### src/rtl/alu_serial_seq.sv
// rtl/alu_serial_seq.sv - bit-serial ALU sequencer, one cell evaluation per clock, LSB first
module alu_serial_seq #(
  parameter int WIDTH = 32
) (
  input  logic             clk,
  input  logic             rst,
  input  logic             req_valid,
  output logic             req_ready,
  input  logic [3:0]       req_op,
  input  logic [WIDTH-1:0] req_a,
  input  logic [WIDTH-1:0] req_b,
  output logic             resp_valid,
  input  logic             resp_ready,
  output logic [WIDTH-1:0] resp_result,
  output logic             resp_zero,
  output logic             resp_carry,
  output logic             resp_overflow
);

  localparam int CW = (WIDTH <= 2) ? 1 : $clog2(WIDTH);
  localparam logic [CW-1:0] LAST = CW'(WIDTH - 1);

  typedef enum logic [1:0] {
    IDLE = 2'd0,
    RUN  = 2'd1,
    DONE = 2'd2
  } state_t;

  state_t           state_q, state_d;
  logic [WIDTH-1:0] a_q, a_d;
  logic [WIDTH-1:0] b_q, b_d;
  logic [3:0]       op_q, op_d;
  logic [CW-1:0]    cnt_q, cnt_d;
  logic             c_q, c_d;
  logic [WIDTH-1:0] result_q, result_d;
  logic             carry_q, carry_d;
  logic             ovf_q, ovf_d;
  logic             zero_q, zero_d;

  // Operands shift right each RUN cycle so the cell always sees bit 0.
  logic             ai, bi, sum, co, bit_res;
  logic [WIDTH-1:0] shifted, final_res;

  // Single 1-bit ALU cell plus result assembly for the current bit.
  always_comb begin
    ai  = a_q[0] ^ op_q[3];
    bi  = b_q[0] ^ op_q[2];
    sum = ai ^ bi ^ c_q;
    co  = (ai & bi) | (ai & c_q) | (bi & c_q);
    case (op_q[1:0])
      2'b00:   bit_res = ai & bi;
      2'b01:   bit_res = ai | bi;
      2'b10:   bit_res = sum;
      default: bit_res = 1'b0;  // less input is tied low for every bit
    endcase
    shifted   = {bit_res, result_q[WIDTH-1:1]};
    final_res = shifted;
    // SLT: the MSB cell's set output (its raw sum) lands in bit 0.
    if (op_q[1:0] == 2'b11) final_res[0] = sum;
  end

  assign req_ready     = (state_q == IDLE) && !rst;
  assign resp_valid    = (state_q == DONE);
  assign resp_result   = result_q;
  assign resp_zero     = zero_q;
  assign resp_carry    = carry_q;
  assign resp_overflow = ovf_q;

  // Next-state and datapath register updates.
  always_comb begin
    state_d  = state_q;
    a_d      = a_q;
    b_d      = b_q;
    op_d     = op_q;
    cnt_d    = cnt_q;
    c_d      = c_q;
    result_d = result_q;
    carry_d  = carry_q;
    ovf_d    = ovf_q;
    zero_d   = zero_q;
    case (state_q)
      IDLE: begin
        if (req_valid && req_ready) begin
          state_d = RUN;
          a_d     = req_a;
          b_d     = req_b;
          op_d    = req_op;
          cnt_d   = '0;
          c_d     = req_op[2];
        end
      end
      RUN: begin
        a_d      = a_q >> 1;
        b_d      = b_q >> 1;
        c_d      = co;
        cnt_d    = cnt_q + CW'(1);
        result_d = shifted;
        if (cnt_q == LAST) begin
          state_d  = DONE;
          result_d = final_res;
          carry_d  = co;
          ovf_d    = c_q ^ co;
          zero_d   = (final_res == '0);
        end
      end
      DONE: begin
        if (resp_ready) state_d = IDLE;
      end
      default: state_d = IDLE;
    endcase
  end

  // State register; reset discards any operation in flight.
  always_ff @(posedge clk or posedge rst) begin
    if (rst) begin
      state_q  <= IDLE;
      a_q      <= '0;
      b_q      <= '0;
      op_q     <= '0;
      cnt_q    <= '0;
      c_q      <= 1'b0;
      result_q <= '0;
      carry_q  <= 1'b0;
      ovf_q    <= 1'b0;
      zero_q   <= 1'b0;
    end else begin
      state_q  <= state_d;
      a_q      <= a_d;
      b_q      <= b_d;
      op_q     <= op_d;
      cnt_q    <= cnt_d;
      c_q      <= c_d;
      result_q <= result_d;
      carry_q  <= carry_d;
      ovf_q    <= ovf_d;
      zero_q   <= zero_d;
    end
  end

endmodule

### config.mk
export PLATFORM = sky130hd
export DESIGN_NAME = alu_serial_seq
export DESIGN_NICKNAME = d
export VERILOG_FILES = /design/src/rtl/alu_serial_seq.sv
export SDC_FILE = /design/constraint.sdc
export NUM_CORES = 1
export LEC_CHECK = 0
export ABC_AREA = 1
export CORE_MARGIN = 1
export CORE_UTILIZATION = 25
export DETAILED_ROUTE_END_ITERATION = 8
export DONT_BUFFER_PORTS = 1
export SETUP_SLACK_MARGIN = 0.1
export SLEW_MARGIN = 20
export SYNTH_ARGS = -nofsm -noshare
export SYNTH_HDL_FRONTEND = slang
export SYNTH_SLANG_ARGS = --single-unit
### constraint.sdc
create_clock -name clk -period 5.7 [get_ports clk]
set_clock_uncertainty 0.2 [all_clocks]
set_input_delay 1.14 -clock clk [delete_from_list [all_inputs] [get_ports clk]]
set_output_delay 1.14 -clock clk [all_outputs]
set_load 0.02 [all_outputs]
* Word level (Yosys, flattened, before mapping)
Cells that the tools add are included.
** Storage, ports and cells
- Register bits :: 111
- Input port bits :: 72
** Operators by class
- $add $sub $neg :: 1
- Eq/ne operators :: 9
- Multiplexer cells :: 15
- Bitwise operators :: 11
- Reduce and logical (&&, ||, !) cells :: 11
** Operators with widths (number)
- $pmux 32 s2 :: 2
- $mux 32 :: 2
- $logic_not 32->1 :: 1
- $pmux 5 s2 :: 1
- $eq 2x2->1 const B :: 3
- $mux 2 :: 3
- $pmux 2 s3 :: 1
- $reduce_and 2->1 :: 3
- $add 5x1->5 const B :: 1
- $eq 5x5->1 const B :: 1
- $mux 5 :: 1
- $xor 1x1->1 :: 5
- $eq 2x1->1 const B :: 2
- $logic_not 2->1 :: 2
- $ne 2x1->1 const B :: 2
- $and 1x1->1 :: 3
- $mux 1 :: 3
- $or 1x1->1 :: 3
- $pmux 1 s3 :: 1
- $reduce_and 3->1 :: 1
- $logic_and 1x1->1 :: 2
- $ne 2x2->1 const B :: 1
- $pmux 1 s2 :: 1
- $reduce_bool 2->1 :: 1
- $logic_not 1->1 :: 1

* Logic depth before layout (Yosys ltp)
- Depth after elaboration :: 5
- Mapped depth :: 10
- Depth with buffers taken out :: 10

* Least setup slack after synthesis
No wires, ideal clock.
- Path kind :: input to output
- Start point :: in rst
- End point :: out req_ready
- Data arrival time :: 1468 ps
- Data required time :: 4360 ps
- Setup slack :: 2892 ps
- Stages :: 1
- Buffers on the path :: 0
- Cells stage by stage :: nor3_2
** On the way
- Longest elaborated chain between the ends :: 2
** RTL lines
- from (decl) :: line 6 : input logic rst,
- $logic_not 1->1 (no source line)
- $logic_and 1x1->1 :: line 62 : assign req_ready = (state_q == IDLE) && !rst;
- to (decl) :: line 8 : output logic req_ready,
No other way between the ends.

* Final worst setup path
- Start point :: in rst
- End point :: reg a_q[21]
** On the way
- Longest elaborated chain between the ends :: 5
** RTL lines
- $logic_not 1->1 (no source line)
- $logic_and 1x1->1 :: line 62
- $logic_and 1x1->1 :: line 83 : if (req_valid && req_ready) begin
- $ne 2x1->1 (no source line)
- $reduce_and 2->1 (no source line)
- to (signal assigned) :: line 117 : a_q <= '0;
- to (signal assigned) :: line 128 : a_q <= a_d;
- to (decl) :: line 30 : logic [WIDTH-1:0] a_q, a_d;
No other way between the ends.
A chain may end at the register's enable or synchronous reset.

==> metrics.md <==
| Metric | Value |
|---|---|
| Outcome | finished, final reports clean |
| I/O Buffers | 0 |
| P&R area growth vs syn | 8.60% |
| Clock Tree Root | clkbuf_16 |
| RSZ-0062 raised after global routing | no |
| Gpl congestion | 0.716 |
| Most frequent cells in the layout | nand2_1, dfrtp_1, o21ai_0 |
| Placeable Area | 20400 µm² |
| Die area | 21400 µm² |
| Starting density of the core | 25.6% |
| Die X | 146 µm |
| Max incr delay on CP | 730 ps |
| Adder-cell area share of the yosys netlist | 1.34% |
| DRT antenna net count | 0 |
| F_max | 0.333 GHz |
| Endpoints failing setup | 0 |
| First-pass GRT wire length | 19.0 mm |
| Placed cells | 899 |
| Setup TNS | 0 ps |
| Synth Area in Compound Gates | 13.7% |
| CTS sink cnt | 111 |
| Via count | 3888 |
| Cts hold-fix bufs | 0 |
| Slowest-stage cell, CP | nand2_4 |
| Initial antenna violation count | 1 |
| Relative slew margins | 37.0% |
| Synth area leaders | dfrtp_1, nand2_1, o21ai_0 |
| Die H | 146 µm |
| Critical path class | input port to flop |
| Largest net degree at the start of global routing | 97 |
| GRT Total Usage | 11.2% |
| Syn avg cell area | 7.90 µm² |
| Largest family of logic cells by synthesized area | simple AND/OR/NAND/NOR gates |
| Fill count | 2231 |
| Sequential area share after synthesis | 53.3% |
| DRC Markers | 0 |
| CTS max path bufs | 2 |
| Worst-path clk slew | 80 ps |
| Yosys top cell area share | 53.3% |
| Period Utilization, post-route | 52.7% |
| Worst-path cell chain | nor3_2 > nand2_2 > nand2_4 > buf_4 > nand2_1 > o21ai_1 |
| Post-synth top area cell | dfrtp_1 |
| Gr ovfl total | 0 |
| Leak | 0.00271 µW |
| Hold WC Path Type | flop to flop |
| Seq cells post-synth | 111 |
| Post-Synth XOR/XNOR Area | 0.504% |
| Crit path max fanout | 96 |
| Worst endpoint required time | 5780 ps |
| CTS tree | done |
| Ratio of cells with drive above 1 in the final layout | 3.88% |
| Post-CTS setup buffer count | 0 |
| R2r setup slk | 2940 ps |
| Final count of pins violating max slew | 0 |
| Yosys warns | 0 |
| Hold Violations, Final | 0 |
| Post-DP HPWL | 7.49 mm |
| CTS HTree Levels | 3 |
| Finished Layout Cells | 916 |
| Final WL | 11.4 mm |
| Simple-gate portion of the synthesized area | 21.2% |
| Crit path time final | 3000 ps |
| Unique cell type count in the Yosys netlist | 22 |
| Worst setup EP type | flop |
| # IOs | 109 |
| DR WL/cell | 12.4 µm |
| Gate Count Post-Synth | 660 |
| Vias in the first global route | 3608 |
| DRT iter0 DRCs | 258 |
| Syn_nets | 737 |
| Peak VDD IR | 0.000186 V |
| CP startpoint kind | input port |
| Mapped Area | 5210 µm² |
| First drt pass iteration count | 4 |
| Data arrival, critical path | 3080 ps |
| Clk_lat worst skew | 350 ps |
| Most common cell after layout, fill and taps aside | nand2_1 |
| CTS buffer count | 9 |
| Slew @ Worst Pin | 946 ps |
| Rows | 52 |
| PD cells | 553 nW/µm² |
| DR vias/cell | 4.24 |
| Multiplexer share of the synthesized area | 0% |
| Nets | 717 |
| # resized after CTS | 0 |
| MaxCap Viol Count | 0 |
-- per-layer routing --
| layer | global-route usage (%) | up-vias | wire length [µm] |
|---|---|---|---|
| li1 | - | 2003 | - |
| met1 | 15.6 | 1804 | 5680 |
| met2 | 16.4 | 75 | 4870 |
| met3 | 3.66 | 6 | 688 |
| met4 | 3.75 | 0 | 135 |
| met5 | 0 | - | 0 |
-- cells in the mapped netlist --
| cell | instances |
|---|---|
| buf_2 | 10 |
| ha_1 | 4 |
| nand3_1 | 6 |
| nand2_1 | 252 |
| o31ai_1 | 1 |
| nand2_2 | 3 |
| o21ai_1 | 55 |
| inv_1 | 76 |
| o211ai_1 | 1 |
| fa_1 | 1 |
| inv_2 | 2 |
| buf_4 | 7 |
| clkbuf_1 | 9 |
| nor2_1 | 24 |
| dfrtp_1 | 111 |
| buf_6 | 8 |
| xor2_1 | 2 |
| o21ai_0 | 81 |
| xnor2_1 | 1 |
| nand3b_1 | 1 |
| a21oi_1 | 4 |
| nor3_2 | 1 |
-- worst paths after layout --
kind / startpoint / to / cells past startpoint
worst max register to register: state_q[0] / a_q[21] / 6
worst min-delay path: b_q[0] / b_q[0] / 2
max in group asynchronous: rst / b_q[20] / 2
worst max-delay path: rst / a_q[21] / 6
worst min register to register: b_q[0] / b_q[0] / 2
min in group asynchronous: rst / b_q[4] / 1
-- state kept, by name (all words and copies together), names as in the netlist --
signal and count:
a_q 32, b_q 32, resp_result 32, cnt_q 5
op_q 4, state_q 2, c_q 1, resp_carry 1
resp_overflow 1, resp_zero 1
-- worst max-delay path, delay by kind of cell --
kind                   cells  cell delay, ps
AND/OR/NAND/NOR            4            1360
buffers and inverters      1             440
AO/OA/AOI/OAI              1              90
-- where the power goes --
| part | internal (µW) | switching (µW) | total (µW) |
|---|---|---|---|
| Clock | 354 | 299 | 654 |
| Combinational | 373 | 702 | 1070 |
| Sequential | 1110 | 296 | 1400 |
-- metrics by stage --
stage / total power (µW) / setup WS, ps / hold slack (ps) / util (%) / area (µm²)
6_report: 3130 / 2700 / 299 / 27.8 / 5660
5_1_grt: 3440 / 2480 / 329 / 27.8 / 5660
4_1_cts: 3180 / 2720 / 298 / 27.8 / 5660
3_5_place_dp: 2510 / 2340 / 280 / 26.3 / 5360
3_3_place_gp: 2480 / 2400 / 263 / 26.3 / 5360
2_1_floorplan: 2310 / 1430 / 248 / - / 5210
-- logic make-up (layout without fill, tap and decap cells) --
kind of cell / after synthesis / after routing
AOI/OAI and AO/OA: 142 / 142
xor gates and xnor gates: 3 / 3
adders and majority gates: 5 / 5
buffers and inverters: 112 / 97
DFF: 111 / 111
other: 0 / 1
and+or+nand+nor: 287 / 287
-- cell type report --
type | instances | area [µm²] | share of cell area [%]
antenna | 1 | 2.50 | 0.0442
clock buffer | 11 | 243 | 4.29
clock inverter | 5 | 56.3 | 0.995
inverter | 78 | 295 | 5.22
multi-input combinational | 437 | 1920 | 34.0
sequential | 111 | 2780 | 49.1
tap | 270 | 338 | 5.97
timing repair buffer | 3 | 22.5 | 0.398
Note: power is estimated with default switching activity, not from simulation.
